$ cat config.mk
export PLATFORM = sky130hd
export DESIGN_NAME = ram_arbiter
export DESIGN_NICKNAME = d
export VERILOG_FILES = /design/src/rtl/ram_pkg.sv /design/src/rtl/ram_tag_fifo.sv /design/src/rtl/ram_arbiter.sv
export SDC_FILE = /design/constraint.sdc
export NUM_CORES = 1
export LEC_CHECK = 0
export ABC_AREA = 1
export BUFFER_PORTS_ARGS = -buffer_cell sky130_fd_sc_hd__buf_2
export CORE_AREA = 4 4 99 101
export CTS_BUF_LIST = sky130_fd_sc_hd__clkbuf_4
export DETAILED_ROUTE_END_ITERATION = 6
export DIE_AREA = 0 0 103 105
export PLACE_DENSITY_LB_ADDON = 0.2
export SYNTH_ARGS = -nofsm -noshare
export SYNTH_HDL_FRONTEND = slang
export SYNTH_SLANG_ARGS = --single-unit
$ cat constraint.sdc
create_clock -name clk -period 6.1 [get_ports clk]
set_input_delay 0.305 -clock clk [delete_from_list [all_inputs] [get_ports clk]]
set_output_delay 0.305 -clock clk [all_outputs]
set_load 0.02 [all_outputs]
$ cat src/rtl/ram_pkg.sv
// Shared constants and helpers for the RAM arbiter slice.
package ram_pkg;

  localparam int unsigned DEF_ADDR_W = 29;
  localparam int unsigned DEF_DATA_W = 32;

  // Port-index width; a single-port arbiter still carries a 1-bit index.
  function automatic int unsigned port_idx_w(input int unsigned n);
    return (n <= 1) ? 1 : $clog2(n);
  endfunction

endpackage

$ cat src/rtl/ram_tag_fifo.sv
// Synchronous FIFO of requester indices, one entry per outstanding read.
module ram_tag_fifo
  import ram_pkg::*;
#(
  parameter int unsigned DEPTH = 4,
  parameter int unsigned W     = 1
) (
  input  logic         clk,
  input  logic         rst,
  input  logic         push,
  input  logic [W-1:0] push_data,
  input  logic         pop,
  output logic [W-1:0] pop_data,
  output logic         full,
  output logic         empty
);

  localparam int unsigned PTR_W = $clog2(DEPTH);
  localparam int unsigned CNT_W = PTR_W + 1;

  logic [W-1:0]     mem_q [DEPTH];
  logic [PTR_W-1:0] wr_q, wr_d;
  logic [PTR_W-1:0] rd_q, rd_d;
  logic [CNT_W-1:0] cnt_q, cnt_d;
  logic             do_push;
  logic             do_pop;

  assign full     = (cnt_q == CNT_W'(DEPTH));
  assign empty    = (cnt_q == '0);
  assign pop_data = mem_q[rd_q];
  assign do_push  = push && !full;
  assign do_pop   = pop && !empty;

  // Pointers wrap naturally since DEPTH is a power of two.
  always_comb begin
    wr_d  = wr_q;
    rd_d  = rd_q;
    cnt_d = cnt_q;
    if (do_push) wr_d = wr_q + PTR_W'(1);
    if (do_pop)  rd_d = rd_q + PTR_W'(1);
    cnt_d = cnt_q + CNT_W'(do_push) - CNT_W'(do_pop);
  end

  always_ff @(posedge clk) begin
    if (rst) begin
      wr_q  <= '0;
      rd_q  <= '0;
      cnt_q <= '0;
    end else begin
      wr_q  <= wr_d;
      rd_q  <= rd_d;
      cnt_q <= cnt_d;
    end
  end

  always_ff @(posedge clk) begin
    if (do_push && !rst) mem_q[wr_q] <= push_data;
  end

endmodule

$ cat src/rtl/ram_arbiter.sv
// Round-robin arbiter of NUM_PORTS requesters onto one RAM controller,
// steering in-order read returns back to the issuing port via a tag FIFO.
module ram_arbiter
  import ram_pkg::*;
#(
  parameter int unsigned NUM_PORTS = 2,
  parameter int unsigned ADDR_W    = DEF_ADDR_W,
  parameter int unsigned DATA_W    = DEF_DATA_W,
  parameter int unsigned TAG_DEPTH = 4
) (
  input  logic                          clk,
  input  logic                          rst,
  input  logic [NUM_PORTS-1:0]          port_valid,
  input  logic [NUM_PORTS-1:0]          port_write,
  input  logic [NUM_PORTS*ADDR_W-1:0]   port_addr,
  input  logic [NUM_PORTS*DATA_W-1:0]   port_wdata,
  output logic [NUM_PORTS-1:0]          port_ready,
  output logic [NUM_PORTS-1:0]          port_rvalid,
  output logic [DATA_W-1:0]             port_rdata,
  output logic [ADDR_W-1:0]             mem_addr,
  output logic [DATA_W-1:0]             mem_wdata,
  output logic                          mem_read_req,
  output logic                          mem_write_req,
  input  logic                          mem_read_ready,
  input  logic                          mem_write_ready,
  input  logic                          mem_stall,
  input  logic                          mem_read_data_valid,
  input  logic [DATA_W-1:0]             mem_read_data,
  output logic                          err_orphan
);

  localparam int unsigned IDX_W = port_idx_w(NUM_PORTS);

  logic [IDX_W-1:0]     last_grant_q, last_grant_d;
  logic [IDX_W-1:0]     sel_idx;
  logic                 sel_found;
  logic                 sel_write;
  logic                 accept;
  logic                 tag_full;
  logic                 tag_empty;
  logic                 tag_pop;
  logic [IDX_W-1:0]     tag_head;
  logic [NUM_PORTS-1:0] rvalid_q, rvalid_d;
  logic [DATA_W-1:0]    rdata_q, rdata_d;
  logic                 orphan_q, orphan_d;

  // Search starts one past the last grant so every requester gets a turn.
  always_comb begin
    int unsigned p;
    p         = 0;
    sel_found = 1'b0;
    sel_idx   = '0;
    for (int unsigned k = 1; k <= NUM_PORTS; k++) begin
      p = (32'(last_grant_q) + k) % NUM_PORTS;
      if (!sel_found && port_valid[IDX_W'(p)]) begin
        sel_found = 1'b1;
        sel_idx   = IDX_W'(p);
      end
    end
  end

  assign sel_write = port_write[sel_idx];
  assign mem_addr  = port_addr[32'(sel_idx) * ADDR_W +: ADDR_W];
  assign mem_wdata = port_wdata[32'(sel_idx) * DATA_W +: DATA_W];

  // A full tag FIFO blocks reads even if a return frees a slot this cycle.
  assign accept = !rst && sel_found && !mem_stall &&
                  (sel_write ? mem_write_ready : (mem_read_ready && !tag_full));

  assign mem_write_req = accept && sel_write;
  assign mem_read_req  = accept && !sel_write;
  assign port_ready    = accept ? (NUM_PORTS'(1) << sel_idx) : '0;

  assign tag_pop = mem_read_data_valid && !tag_empty;

  ram_tag_fifo #(
    .DEPTH (TAG_DEPTH),
    .W     (IDX_W)
  ) u_tag_fifo (
    .clk       (clk),
    .rst       (rst),
    .push      (mem_read_req),
    .push_data (sel_idx),
    .pop       (tag_pop),
    .pop_data  (tag_head),
    .full      (tag_full),
    .empty     (tag_empty)
  );

  always_comb begin
    last_grant_d = last_grant_q;
    rvalid_d     = '0;
    rdata_d      = rdata_q;
    orphan_d     = orphan_q;
    if (accept) last_grant_d = sel_idx;
    if (tag_pop) begin
      rvalid_d = NUM_PORTS'(1) << tag_head;
      rdata_d  = mem_read_data;
    end
    if (mem_read_data_valid && tag_empty) orphan_d = 1'b1;
  end

  always_ff @(posedge clk) begin
    if (rst) begin
      last_grant_q <= IDX_W'(NUM_PORTS - 1);
      rvalid_q     <= '0;
      rdata_q      <= '0;
      orphan_q     <= 1'b0;
    end else begin
      last_grant_q <= last_grant_d;
      rvalid_q     <= rvalid_d;
      rdata_q      <= rdata_d;
      orphan_q     <= orphan_d;
    end
  end

  assign port_rvalid = rvalid_q;
  assign port_rdata  = rdata_q;
  assign err_orphan  = orphan_q;

endmodule

==> flow_summary.json <==
{
  "status": "finished clean",
  "cts_tree": "done",
  "mostFrequentLayoutCells": "263 x buf_2, 194 x nand2_1, 75 x nor2_1, 45 x dfxtp_1, 32 x o21ai_0",
  "fillers": 970,
  "io_buffers": 263,
  "die_x_microns": 103,
  "worstHoldPathCells": 3,
  "hold_path_startpoint": "mem_read_data[23]",
  "syn_nets": 606,
  "finalHoldViolCount": 0,
  "start_util_pct": 30.2,
  "utilization_pct": 45.8,
  "synth_top_cell_by_area": "dfxtp_1",
  "drt_first_iter_violations": 92,
  "nNetsFinal": 853,
  "dp_hpwl_microns": 8120,
  "synth_area_sq_mm": 0.00272,
  "finalInstanceArea_sq_mm": 0.00413,
  "fmaxAchievable_mhz": 348,
  "r2r_cells": 11,
  "period_needed_ns": 2.87,
  "p_leak_nw": 2.52,
  "maxCapViolCount": 0,
  "required_ns": 6.35,
  "dr.pass1.iters": 4,
  "die_y_microns": 105,
  "tightestPinTransition_ns": 1.04,
  "setup_violations": 0,
  "finalMaxSlewViolations": 0,
  "fin_setup_tns_ns": 0,
  "dp.cells": 786,
  "grt_start_max_net_pins": 68,
  "cts_setup_buffers": 0,
  "viasPerCell": 4.41,
  "placed_cell_area_sq_mm": 0.00405,
  "layout.cells.non_filler": 794,
  "grt_pass1_vias": 3289,
  "drc": 0,
  "coreArea_sq_mm": 0.00902,
  "gp_congestion": 0.837,
  "cts.htree.levels": 2,
  "cts_resized": 0,
  "finalCritPeriodShare_pct": 47.0,
  "final_common_cell": "buf_2",
  "cp.arrival_ns": 3.11,
  "vias": 3504,
  "end_kind": "register",
  "wirelength_microns": 10100,
  "ir_drop_mv": 0.115,
  "track_usage_pct": 17.6,
  "fin_skew_ns": 0.00843,
  "fin_hold_ws_ns": 0.180,
  "clock_sink_count": 49,
  "antenna_cells": 0,
  "crit_fanout": 38,
  "avgSynthCellArea_sq_um": 6.25,
  "ant_nets": 0,
  "io_pins": 264,
  "grt_overflow_total": 0,
  "cp-start-kind": "register",
  "synth_area_leaders": "dfxtp_1 33%, nand2_1 27%, nor2_1 10%, o21ai_0 5.9%, edfxtp_1 4.4%",
  "routedWlPerCell_microns": 12.7,
  "cts_buffers": 5,
  "antenna_found_initial": 0,
  "ys_warn_count": 0,
  "yosysSeqAreaShare_pct": 37.5,
  "min-delay-path-class": "input port to register",
  "rsz0062_at_grt": "no",
  "ff2ff_setup_slack_ns": 3.23,
  "powerDensity_mw_per_mm2": 305,
  "ys_ff_latch": 49,
  "path_class": "register to register",
  "cts.clk_slew.worst_paths_ns": 0.13,
  "r2r_start": "u_tag_fifo.cnt_q[1]",
  "postCtsHoldBufs": 0,
  "ys_types": 29,
  "grt_pass1_wl_microns": 15400,
  "syn2layout_area_growth_pct": 51.7,
  "synthCells": 435,
  "slew_headroom_pct": 30.9,
  "worstReg2RegEnd": "u_tag_fifo.cnt_q[2]",
  "die_area_sq_mm": 0.0108,
  "clockRootBuffer": "clkbuf_4",
  "worstSkewPairLatency_ns": 0.35,
  "drive_gt1_share_pct": 41.6,
  "max-clock-path-buffers": 2,
  "yosysTopAreaCellShare_pct": 33.1,
  "holdPathEnd": "port_rdata[23]",
  "rows": 35
}
-- synth_stat cells --
| cell | instances |
|---|---|
| nand3_2 | 1 |
| nor2_2 | 2 |
| o21ai_0 | 32 |
| o21ai_1 | 3 |
| inv_1 | 22 |
| clkbuf_2 | 1 |
| nor2_1 | 75 |
| fa_1 | 1 |
| a21boi_2 | 1 |
| a21oi_1 | 6 |
| nand2_4 | 1 |
| nor3_1 | 1 |
| clkbuf_1 | 8 |
| xor2_1 | 1 |
| nand2_2 | 4 |
| dfxtp_1 | 45 |
| buf_4 | 1 |
| buf_2 | 10 |
| nand4_1 | 2 |
| buf_6 | 3 |
| and3_1 | 1 |
| nor3_4 | 1 |
| edfxtp_1 | 4 |
| nand2_1 | 194 |
| inv_2 | 3 |
| nand4_4 | 1 |
| nand3_1 | 4 |
| ha_1 | 6 |
| a32oi_1 | 1 |
-- report_power, final --
group / total (mW) / switching, mW / internal [mW]
Clock: 0.185 / 0.0953 / 0.0899
Combinational: 0.606 / 0.395 / 0.211
Sequential: 0.466 / 0.0489 / 0.417
Total: 1.26 / 0.540 / 0.718
-- critical path, cell delays in order (launching register included) --
cell     delay [ns]
dfxtp_1        0.38
nor2_2         0.18
nand2_1        0.08
nand2_2        0.43
inv_2          0.42
ha_1           0.40
inv_1          0.06
ha_1           0.13
inv_1          0.05
fa_1           0.37
o21ai_0        0.19
a21oi_1        0.07
-- cell type report --
type / instances / area, sq um / area share [%]
Multi-Input combinational cell: 338 / 1480 / 35.8
Timing Repair Buffer: 263 / 1320 / 31.9
Sequential cell: 49 / 1020 / 24.7
Tap cell: 111 / 139 / 3.36
Inverter: 25 / 93.8 / 2.27
Clock buffer: 6 / 45.0 / 1.09
Clock inverter: 2 / 33.8 / 0.818
-- flip-flops by register name, summed over array words and instances, names as in the netlist, named ones only --
register	cells
err_orphan	1
last_grant_q	1
port_rdata	32
port_rvalid	2
u_tag_fifo.cnt_q	3
u_tag_fifo.mem_q	4
u_tag_fifo.rd_q	2
u_tag_fifo.wr_q	2
-- through the flow --
stage / total power [mW] / worst slack (ns)
final: 1.26 / 3.23
after global routing: 1.37 / 2.90
after CTS: 1.27 / 3.13
after detailed placement: 1.09 / 3.26
after global placement: 1.07 / 3.34
after floorplan: 0.889 / 4.06
-- worst max-delay path by stage --
stage / startpoint / depth (start not counted) / to
after detailed placement: u_tag_fifo.cnt_q[1] / 11 / u_tag_fifo.cnt_q[2]
after floorplan: u_tag_fifo.cnt_q[1] / 12 / u_tag_fifo.cnt_q[2]
after CTS: last_grant_q / 6 / port_ready[1]
after global placement: u_tag_fifo.cnt_q[1] / 11 / u_tag_fifo.cnt_q[2]
final: u_tag_fifo.cnt_q[1] / 11 / u_tag_fifo.cnt_q[2]
after global routing: last_grant_q / 6 / port_ready[1]
-- routing by layer --
metal	global-route usage, %	wire [microns]
met1	21.8	4050
met2	29.1	4740
met3	5.67	1130
met4	4.63	200
met5	0	0
-- kinds of logic after synthesis --
kind of cell,Yosys count,synth area share [%]
simple gates,287,42.3
flops,49,37.5
buf+inv,48,8.10
compound gates,43,8.28
fa+ha+maj,7,3.50
xor+xnor,1,0.322
(Power assumes the default switching activity.)
